[src/rtl/ball_engine.sv]
// Ball physics for the pong datapath: sub-pixel position/velocity, serve/play/score
// sequencing, wall reflection, paddle deflection with speed-up and zone steering.
module ball_engine #(
  parameter int H_RES        = 640,
  parameter int V_RES        = 480,
  parameter int X_W          = 10,
  parameter int Y_W          = 10,
  parameter int BORDER       = 8,
  parameter int BALL_SIDE    = 8,
  parameter int FRAC_W       = 4,
  parameter int V_W          = 8,
  parameter int BASE_VX      = 32,
  parameter int SPEEDUP      = 4,
  parameter int MAX_VX       = 96,
  parameter int ZONE_VY      = 24,
  parameter int SERVE_FRAMES = 60
) (
  input  logic           clk_i,
  input  logic           rst_ni,
  input  logic           enable_i,
  input  logic           frame_i,
  input  logic [3:0]     rnd_i,
  input  logic           hit_left_i,
  input  logic           hit_right_i,
  input  logic [1:0]     zone_left_i,
  input  logic [1:0]     zone_right_i,
  output logic [X_W-1:0] x_o,
  output logic [Y_W-1:0] y_o,
  output logic [V_W-1:0] vx_o,
  output logic [V_W-1:0] vy_o,
  output logic [1:0]     state_o,
  output logic           miss_left_o,
  output logic           miss_right_o
);

  localparam int PX_W  = X_W + FRAC_W;
  localparam int PY_W  = Y_W + FRAC_W;
  localparam int SX_W  = PX_W + 1;
  localparam int SY_W  = PY_W + 1;
  localparam int CNT_W = $clog2(SERVE_FRAMES + 1);

  localparam logic [1:0] IDLE       = 2'd0;
  localparam logic [1:0] SERVE_WAIT = 2'd1;
  localparam logic [1:0] PLAY       = 2'd2;
  localparam logic [1:0] SCORED     = 2'd3;

  localparam logic [PX_W-1:0]        X_CENTRE  = PX_W'(((H_RES - BALL_SIDE) / 2) << FRAC_W);
  localparam logic [PY_W-1:0]        Y_CENTRE  = PY_W'(((V_RES - BALL_SIDE) / 2) << FRAC_W);
  localparam logic signed [SX_W-1:0] X_LO      = SX_W'(BORDER << FRAC_W);
  localparam logic signed [SX_W-1:0] X_HI      = SX_W'((H_RES - BORDER - BALL_SIDE) << FRAC_W);
  localparam logic signed [SY_W-1:0] Y_LO      = SY_W'(BORDER << FRAC_W);
  localparam logic signed [SY_W-1:0] Y_HI      = SY_W'((V_RES - BORDER - BALL_SIDE) << FRAC_W);
  localparam logic signed [V_W-1:0]  BASE_V    = V_W'(BASE_VX);
  localparam logic signed [V_W-1:0]  ZONE_V    = V_W'(ZONE_VY);
  localparam logic signed [V_W:0]    SPEEDUP_V = (V_W + 1)'(SPEEDUP);
  localparam logic signed [V_W:0]    MAX_V     = (V_W + 1)'(MAX_VX);
  localparam logic [CNT_W-1:0]       SERVE_CNT = CNT_W'(SERVE_FRAMES);

  logic [1:0]              state_q;
  logic [CNT_W-1:0]        cnt_q;
  logic                    dir_q;
  logic [PX_W-1:0]         px_q;
  logic [PY_W-1:0]         py_q;
  logic signed [V_W-1:0]   vx_q, vy_q;
  logic                    miss_l_q, miss_r_q;

  logic                    hit_l, hit_r, miss_l, miss_r;
  logic [1:0]              zone;
  logic signed [V_W:0]     vx_ext, vx_mag, vx_fast;
  logic signed [V_W-1:0]   vx_nxt, vy_nxt, vy_wall, vy_serve;
  logic [V_W-1:0]          vy_serve_mag;
  logic signed [SX_W-1:0]  x_nxt;
  logic signed [SY_W-1:0]  y_nxt;
  logic [PY_W-1:0]         y_wall;

  // One frame of play: paddle deflection first, then motion with the new
  // velocity, computed with a guard bit so an edge crossing cannot wrap.
  always_comb begin
    hit_l   = hit_left_i && (vx_q < 0);
    hit_r   = hit_right_i && (vx_q > 0);
    zone    = hit_l ? zone_left_i : zone_right_i;
    vx_ext  = {vx_q[V_W-1], vx_q};
    vx_mag  = vx_ext[V_W] ? -vx_ext : vx_ext;
    vx_fast = vx_mag + SPEEDUP_V;
    if (vx_fast > MAX_V) vx_fast = MAX_V;

    vx_nxt = vx_q;
    vy_nxt = vy_q;
    if (hit_l || hit_r) begin
      vx_nxt = hit_l ? $signed(vx_fast[V_W-1:0]) : -$signed(vx_fast[V_W-1:0]);
      if (zone == 2'b01)      vy_nxt = -ZONE_V;
      else if (zone == 2'b10) vy_nxt = ZONE_V;
    end

    x_nxt  = {1'b0, px_q} + {{(SX_W - V_W){vx_nxt[V_W-1]}}, vx_nxt};
    y_nxt  = {1'b0, py_q} + {{(SY_W - V_W){vy_nxt[V_W-1]}}, vy_nxt};
    miss_l = x_nxt < X_LO;
    miss_r = x_nxt > X_HI;

    y_wall  = y_nxt[PY_W-1:0];
    vy_wall = vy_nxt;
    if (y_nxt < Y_LO) begin
      y_wall  = Y_LO[PY_W-1:0];
      vy_wall = -vy_nxt;
    end else if (y_nxt > Y_HI) begin
      y_wall  = Y_HI[PY_W-1:0];
      vy_wall = -vy_nxt;
    end

    vy_serve_mag = V_W'({rnd_i[2:1], 3'b000});
    vy_serve     = rnd_i[3] ? -$signed(vy_serve_mag) : $signed(vy_serve_mag);
  end

  always_ff @(posedge clk_i or negedge rst_ni) begin
    if (!rst_ni) begin
      state_q  <= IDLE;
      cnt_q    <= '0;
      dir_q    <= 1'b0;
      px_q     <= X_CENTRE;
      py_q     <= Y_CENTRE;
      vx_q     <= '0;
      vy_q     <= '0;
      miss_l_q <= 1'b0;
      miss_r_q <= 1'b0;
    end else begin
      miss_l_q <= 1'b0;
      miss_r_q <= 1'b0;
      if (!enable_i) begin
        state_q <= IDLE;
        cnt_q   <= '0;
        px_q    <= X_CENTRE;
        py_q    <= Y_CENTRE;
        vx_q    <= '0;
        vy_q    <= '0;
      end else begin
        case (state_q)
          IDLE: begin
            state_q <= SERVE_WAIT;
            cnt_q   <= SERVE_CNT;
            dir_q   <= rnd_i[0];
          end
          SERVE_WAIT: begin
            if (frame_i) begin
              if (cnt_q == CNT_W'(1)) begin
                state_q <= PLAY;
                vx_q    <= dir_q ? -BASE_V : BASE_V;
                vy_q    <= vy_serve;
              end else begin
                cnt_q <= cnt_q - 1'b1;
              end
            end
          end
          PLAY: begin
            if (frame_i) begin
              // A miss wins over the wall step; the next serve heads at the loser.
              if (miss_l || miss_r) begin
                state_q  <= SCORED;
                px_q     <= X_CENTRE;
                py_q     <= Y_CENTRE;
                vx_q     <= '0;
                vy_q     <= '0;
                miss_l_q <= miss_l;
                miss_r_q <= miss_r;
                dir_q    <= miss_l;
              end else begin
                px_q <= x_nxt[PX_W-1:0];
                py_q <= y_wall;
                vx_q <= vx_nxt;
                vy_q <= vy_wall;
              end
            end
          end
          default: begin
            state_q <= SERVE_WAIT;
            cnt_q   <= SERVE_CNT;
          end
        endcase
      end
    end
  end

  assign x_o          = px_q[PX_W-1:FRAC_W];
  assign y_o          = py_q[PY_W-1:FRAC_W];
  assign vx_o         = vx_q;
  assign vy_o         = vy_q;
  assign state_o      = state_q;
  assign miss_left_o  = miss_l_q;
  assign miss_right_o = miss_r_q;

endmodule

[config.mk]
export PLATFORM = sky130hd
export DESIGN_NAME = ball_engine
export DESIGN_NICKNAME = d
export VERILOG_FILES = /design/src/rtl/ball_engine.sv
export SDC_FILE = /design/constraint.sdc
export NUM_CORES = 1
export LEC_CHECK = 0
export ABC_AREA = 1
export BUFFER_PORTS_ARGS = -buffer_cell sky130_fd_sc_hd__buf_2
export CORE_AREA = 4 4 109 111
export DETAILED_ROUTE_END_ITERATION = 10
export DIE_AREA = 0 0 113 115
export HOLD_SLACK_MARGIN = 0.15
export PLACE_DENSITY = 0.64
export SETUP_SLACK_MARGIN = 0.5
export SYNTH_ARGS = -nofsm -noshare
export SYNTH_HDL_FRONTEND = slang
export SYNTH_SLANG_ARGS = --single-unit
[constraint.sdc]
create_clock -name clk_i -period 6.8 [get_ports clk_i]
set_input_delay 0 -clock clk_i [delete_from_list [all_inputs] [get_ports clk_i]]
set_output_delay 0 -clock clk_i [all_outputs]
set_load 0.005 [all_outputs]
* Yosys cells after proc, flatten, opt, wreduce, memory -nomap -nowiden *
Index checks and enable logic that the tools add are counted.
W data, S select, Z words.

operators by class
  add/subtract/negate cells = 8
  $lt $le $gt $ge = 7
  equality and inequality tests = 16
  mux-type cells = 55
  reductions and logical operators = 11

operators by type and width
  cell                    number
  $mux W8                 20
  $mux W14                10
  $pmux W8 S2             2
  $add A14 B15 Y15        2
  $lt A15 B9 Y1 const B   2
  $mux W6                 3
  $neg A8 Y8              2
  $gt A15 B14 Y1 const B  1
  $gt A15 B15 Y1 const B  1
  $ne A3 B3 Y1 const B    5
  $mux W2                 6
  $pmux W6 S2             1
  $reduce_and A4 Y1       3
  $mux W1                 10
  $add A9 B4 Y9 const B   1
  $gt A9 B8 Y1 const B    1
  $mux W9                 1
  $neg A8 Y9              1
  $gt A8 B1 Y1 const B    1
  $lt A8 B1 Y1 const B    1
  $neg A5 Y8              1
  $eq A6 B1 Y1 const B    1
  $ne A2 B2 Y1 const B    3
  $sub A6 B1 Y6 const B   1
  other kinds (12)        17

storage, ports and cells
  register bits = 55
  output and inout bits = 40
  word-level logic and storage cells = 106

* Longest topological paths before layout *
  word-level depth = 15
  depth in mapped cells = 40

* Least setup slack after synthesis *
Ideal clock, no wire load.

  path type = register -> register
  from = register vx_q[0] (netlist: vx_o[0])
  to = register dir_q
  setup time = 0.116 ns
  arrival = 4.677 ns
  required time = 6.684 ns
  slack = 2.006 ns
  cell stages (with the launch flop) = 39
  buffers on the path = 0
  path through = dfrtp_1 -> inv_1 -> ha_1 -> inv_1 -> nand2_1 -> nand2_1 -> nand2_1 -> nand2_1 -> inv_1 -> ha_1 -> a21boi_2 -> nand3_1 -> nand2_2 -> o21ai_0 -> nor2_1 -> inv_1 -> ha_1 -> nand2_1 -> [... 3 more ...] -> o21ai_0 -> inv_1 -> ha_1 -> a21oi_1 -> o21ai_0 -> a21oi_1 -> inv_1 -> a31oi_1 -> xor2_1 -> nand3_1 -> nor2_1 -> nand3b_1 -> nand4_4 -> nand2_1 -> nand2_1 -> nand2_1 -> nand2_1 -> nand2_1

on the way
  word-level cells in the longest chain between the ends = 13
  elaborated cells between the ends (all ways) = 22
  classes of those cells = add/sub: 4; order compare: 5; eq/ne: 1; mux: 7; reduce/logical: 5

RTL lines
  element                                                  RTL line  text
  start: declaration                                       64        logic signed [V_W-1:0] vx_q, vy_q;
  start signal: assignment                                 146       vx_q <= dir_q ? -BASE_V : BASE_V;
  start signal: assignment                                 168       vx_q <= vx_nxt;
  $neg A8 Y9                                               83        vx_mag = vx_ext[V_W] ? -vx_ext : vx_ext;
  $mux W9                                                  83
  $add A9 B4 Y9                                            84        vx_fast = vx_mag + SPEEDUP_V;
  $gt A9 B8 Y1                                             85        if (vx_fast > MAX_V) vx_fast = MAX_V;
  $mux W8                                                  85
  $neg A8 Y8                                               90        vx_nxt = hit_l ? $signed(vx_fast[V_W-1:0]) : -$signed(vx_fast[V_W-1:0]);
  $mux W8                                                  90
  $mux W8 *                                                89        if (hit_l || hit_r) begin
  $add A14 B15 Y15 *                                       95        x_nxt = {1'b0, px_q} + {{(SX_W - V_W){vx_nxt[V_W-1]}}, vx_nxt};
  $lt A15 B9 Y1 / $gt A15 B15 Y1 (equally long branches)   97, 98
  $mux W1 / $logic_or A1 B1 Y1 (equally long branches)     156       if (miss_l || miss_r) begin
  $mux W1 / $ne A2 B2 Y1 (equally long branches)           n/a
  $pmux W1 S2 / $reduce_and A4 Y1 (equally long branches)  n/a
  end signal: assignment                                   140       dir_q <= rnd_i[0];
  end signal: assignment                                   164       dir_q <= miss_l;
  end: declaration                                         61        logic dir_q;

Every way passes the cells marked *; elsewhere a longest branch is shown, timed or not. The select of a mux whose other input is x is not followed.
A chain may end at the register's enable or synchronous reset.

* Worst setup path after layout *
Same ends and word-level chain as after synthesis.

==> flow_metrics.tcl <==
set metrics [dict create \
    cp-start-kind "flip-flop" \
    num_vias 5013 \
    wl_met2_um 6385 \
    synth_ff_type "dfrtp_1" \
    cts_inserted_buffers 5 \
    maxSlewHeadroom_pct 50.63 \
    postRouteAntennaNets 0 \
    power_density_mw_per_mm2 461.5 \
    die_h_um 115 \
    core_mm2 0.01079 \
    fmax_ghz 0.1739 \
    dieArea_mm2 0.01300 \
    yosysSeqAreaShare_pct 26.93 \
    place_hpwl_um 10620 \
    status "finished clean" \
    yosysUniqueCellTypes 47 \
    place_congestion 0.9035 \
    synthToLayoutAreaGrowth_pct 8.879 \
    finClkSkew_ns 0.01417 \
    nNetsFinal 851 \
    track_usage_pct 21.17 \
    layout_commonest_cell "nand2_1" \
    seqPwrFrac_pct 18.3 \
    min_period_ns 5.750 \
    drv_cap 0 \
    place.port_buffers 53 \
    holdWs_ns 0.1962 \
    synthArstFlopShare_pct 100.0 \
    clk_pin_slew_worst_paths_ns 0.11 \
    hp-class "in2reg" \
    maxSlewViolCount 0 \
    cts.sinks 55 \
    syn-num-nets 809 \
    most-common-layout-cells "nand2_1 (193), inv_1 (92), nor2_1 (68)" \
    synth-seq-cells 55 \
    routed_wirelength_um 13650 \
    path_max_fanout 9 \
    grt_pass1_wl_um 22420 \
    pwr-share-clk_pct 8.4 \
    dr.pass1.iters 5 \
    required_ns 7.05 \
    regToRegSetupSlack_ns 1.05 \
    grt_overflow_total 0 \
    route.detailed.drc 0 \
    syn-cell-area_mm2 0.005157 \
    clkLatencyLatePin_ns 0.34 \
    first_global_vias 4661 \
    first_iter_violations 263 \
    power_frac_comb_pct 73.3 \
    drive_above_1_share_pct 15.08 \
    power_switching_mw 1.421 \
    critPathSlowestCell "fa_1" \
    antenna_cells 0 \
    dr_wl_met3_um 619 \
    synth.avg_cell_area_um2 6.849 \
    critPathArrivalTime_ns 6.00 \
    ctsLongestPathBuffers 2 \
    setup_violations 0 \
    ir_drop_v 0.0001677 \
    tns_ns 0 \
    hold_depth 5 \
    crit_path_end_kind "flip-flop" \
    rsz0062_at_grt "no" \
    worst_slew_pin_slew_ns 0.7405 \
    cp_slowest_stage_delay_ns 0.45 \
    path_class "reg2reg" \
    reg2reg_from "vx_o[0]" \
    vias_per_cell 5.356 \
    leakagePower_nw 2.990 \
    top_layer_used "met4" \
    hold_end "vy_o[4]" \
    r2r-end "dir_q" \
    r2r_cells 38 \
    yosysWarnings 0 \
    post_drt_wl_per_cell_um 14.59 \
    cpMostUsedCell "nand2_1" \
    die_w_um 113 \
    antenna_found_initial 0 \
    finalCritPeriodShare_pct 84.56 \
    synth_edf_count 0 \
    rows 38 \
    finalHoldViolCount 0 \
    cts_tree "built" \
    p_int_mw 1.170 \
    p_sw_share_pct 54.85 \
    initial_core_util_pct 47.79 \
    cts.root.buffer_cell "clkbuf_8" \
    ctsHtreeMaxLevel 2 \
    grt_max_degree 56 \
    synth_cells 753 \
    ioPinCount 54 \
    worstHoldStart "rnd_i[3]" \
    met1_length_um 6434 \
]
==> worst max path at each step <==
stage                  from  endpoint  cells after the start
finish              vx_o[0]     dir_q                     38
global route        vx_o[0]     dir_q                     38
CTS                 vx_o[0]   vx_o[5]                     38
detailed placement  vx_o[0]   vx_o[5]                     38
global placement    vx_o[0]   vx_o[5]                     37
floorplan           vx_o[0]     dir_q                     38
==> per-layer routing <==
layer	vias up	global-route usage (%)
li1	2523	-
met1	2366	28.36
met2	106	35.43
met3	18	3.526
met4	0	6.090
met5	-	0
==> final cells by class <==
type	count	area, um2
fillers	1120	5177
multi-input cells	566	3184
flip-flops and latches	55	1389
repair buffers	67	387.9
inverters	100	375.4
well taps	140	175.2
clock buffers	7	96.34
clock inverters	1	7.507
==> state kept, by name (all words and copies together), names as in the netlist <==
| register | flops |
|---|---|
| miss_right_o | 1 |
| py_q | 14 |
| miss_left_o | 1 |
| vx_o | 8 |
| state_o | 2 |
| px_q | 14 |
| dir_q | 1 |
| vy_o | 8 |
| cnt_q | 6 |
==> power by group through the flow <==
stage               logic [mW]  clock network (mW)  registers (mW)
finish                    1.90               0.217           0.475
global route              2.15               0.236           0.486
global placement          1.80                   0           0.479
floorplan                 1.49                   0           0.461
detailed placement        1.83                   0           0.481
CTS                       1.85               0.225           0.475
==> cells in the mapped netlist, types with 10 or more instances <==
| cell type | n | area, um2 |
|---|---|---|
| nand2_1 | 193 | 724.4 |
| inv_1 | 92 | 345.3 |
| nor2_1 | 68 | 255.2 |
| nand3_1 | 53 | 265.3 |
| a21oi_1 | 45 | 225.2 |
| dfrtp_1 | 45 | 1126 |
| ha_1 | 40 | 500.5 |
| o21ai_0 | 28 | 140.1 |
| buf_4 | 22 | 165.2 |
| o21ai_1 | 17 | 85.08 |
| xor2_1 | 14 | 122.6 |
| nor3_1 | 13 | 65.06 |
| dfstp_2 | 10 | 262.8 |
| xnor2_1 | 10 | 87.58 |
==> repair_timing <==
| action | CTS | global route |
|---|---|---|
| endpoints found under the setup margin | 0 | 41 |
| resized for setup | 0 | 3 |
| hold buffers | 7 | 0 |
| hold endpoints to repair | 59 | 0 |
| setup buffers | 0 | 4 |
==> logic make-up after synthesis <==
logic type	Yosys count	synth area share, %
buf+inv	132	11.50
fa+ha+maj	42	10.48
simple gates	369	32.14
mux	1	0.1941
flops	55	26.93
compound gates	130	14.68
xor+xnor	24	4.076
==> through the flow <==
step	util (%)	cell area (um2)	power (mW)	instances	worst slack [ns]
6_report	52.03	5615	2.591	936	1.050
3_3_place_gp	50.06	5403	2.278	917	1.087
4_1_cts	51.67	5577	2.545	932	0.8823
2_1_floorplan	-	5157	1.953	753	2.006
5_1_grt	52.03	5615	2.870	936	0.5125
3_5_place_dp	50.06	5403	2.313	917	0.9292
==> worst max-delay path: cells and delay by family (launching register included) <==
| kind | cells | cell delay, ns |
|---|---|---|
| and+or+nand+nor | 24 | 2.62 |
| DFF | 1 | 0.43 |
| AOI/OAI and AO/OA | 4 | 0.61 |
| adders and majority gates | 4 | 1.19 |
| xor gates and xnor gates | 1 | 0.26 |
| buffers and inverters | 5 | 0.56 |
Power figures use the tool's default switching activity.
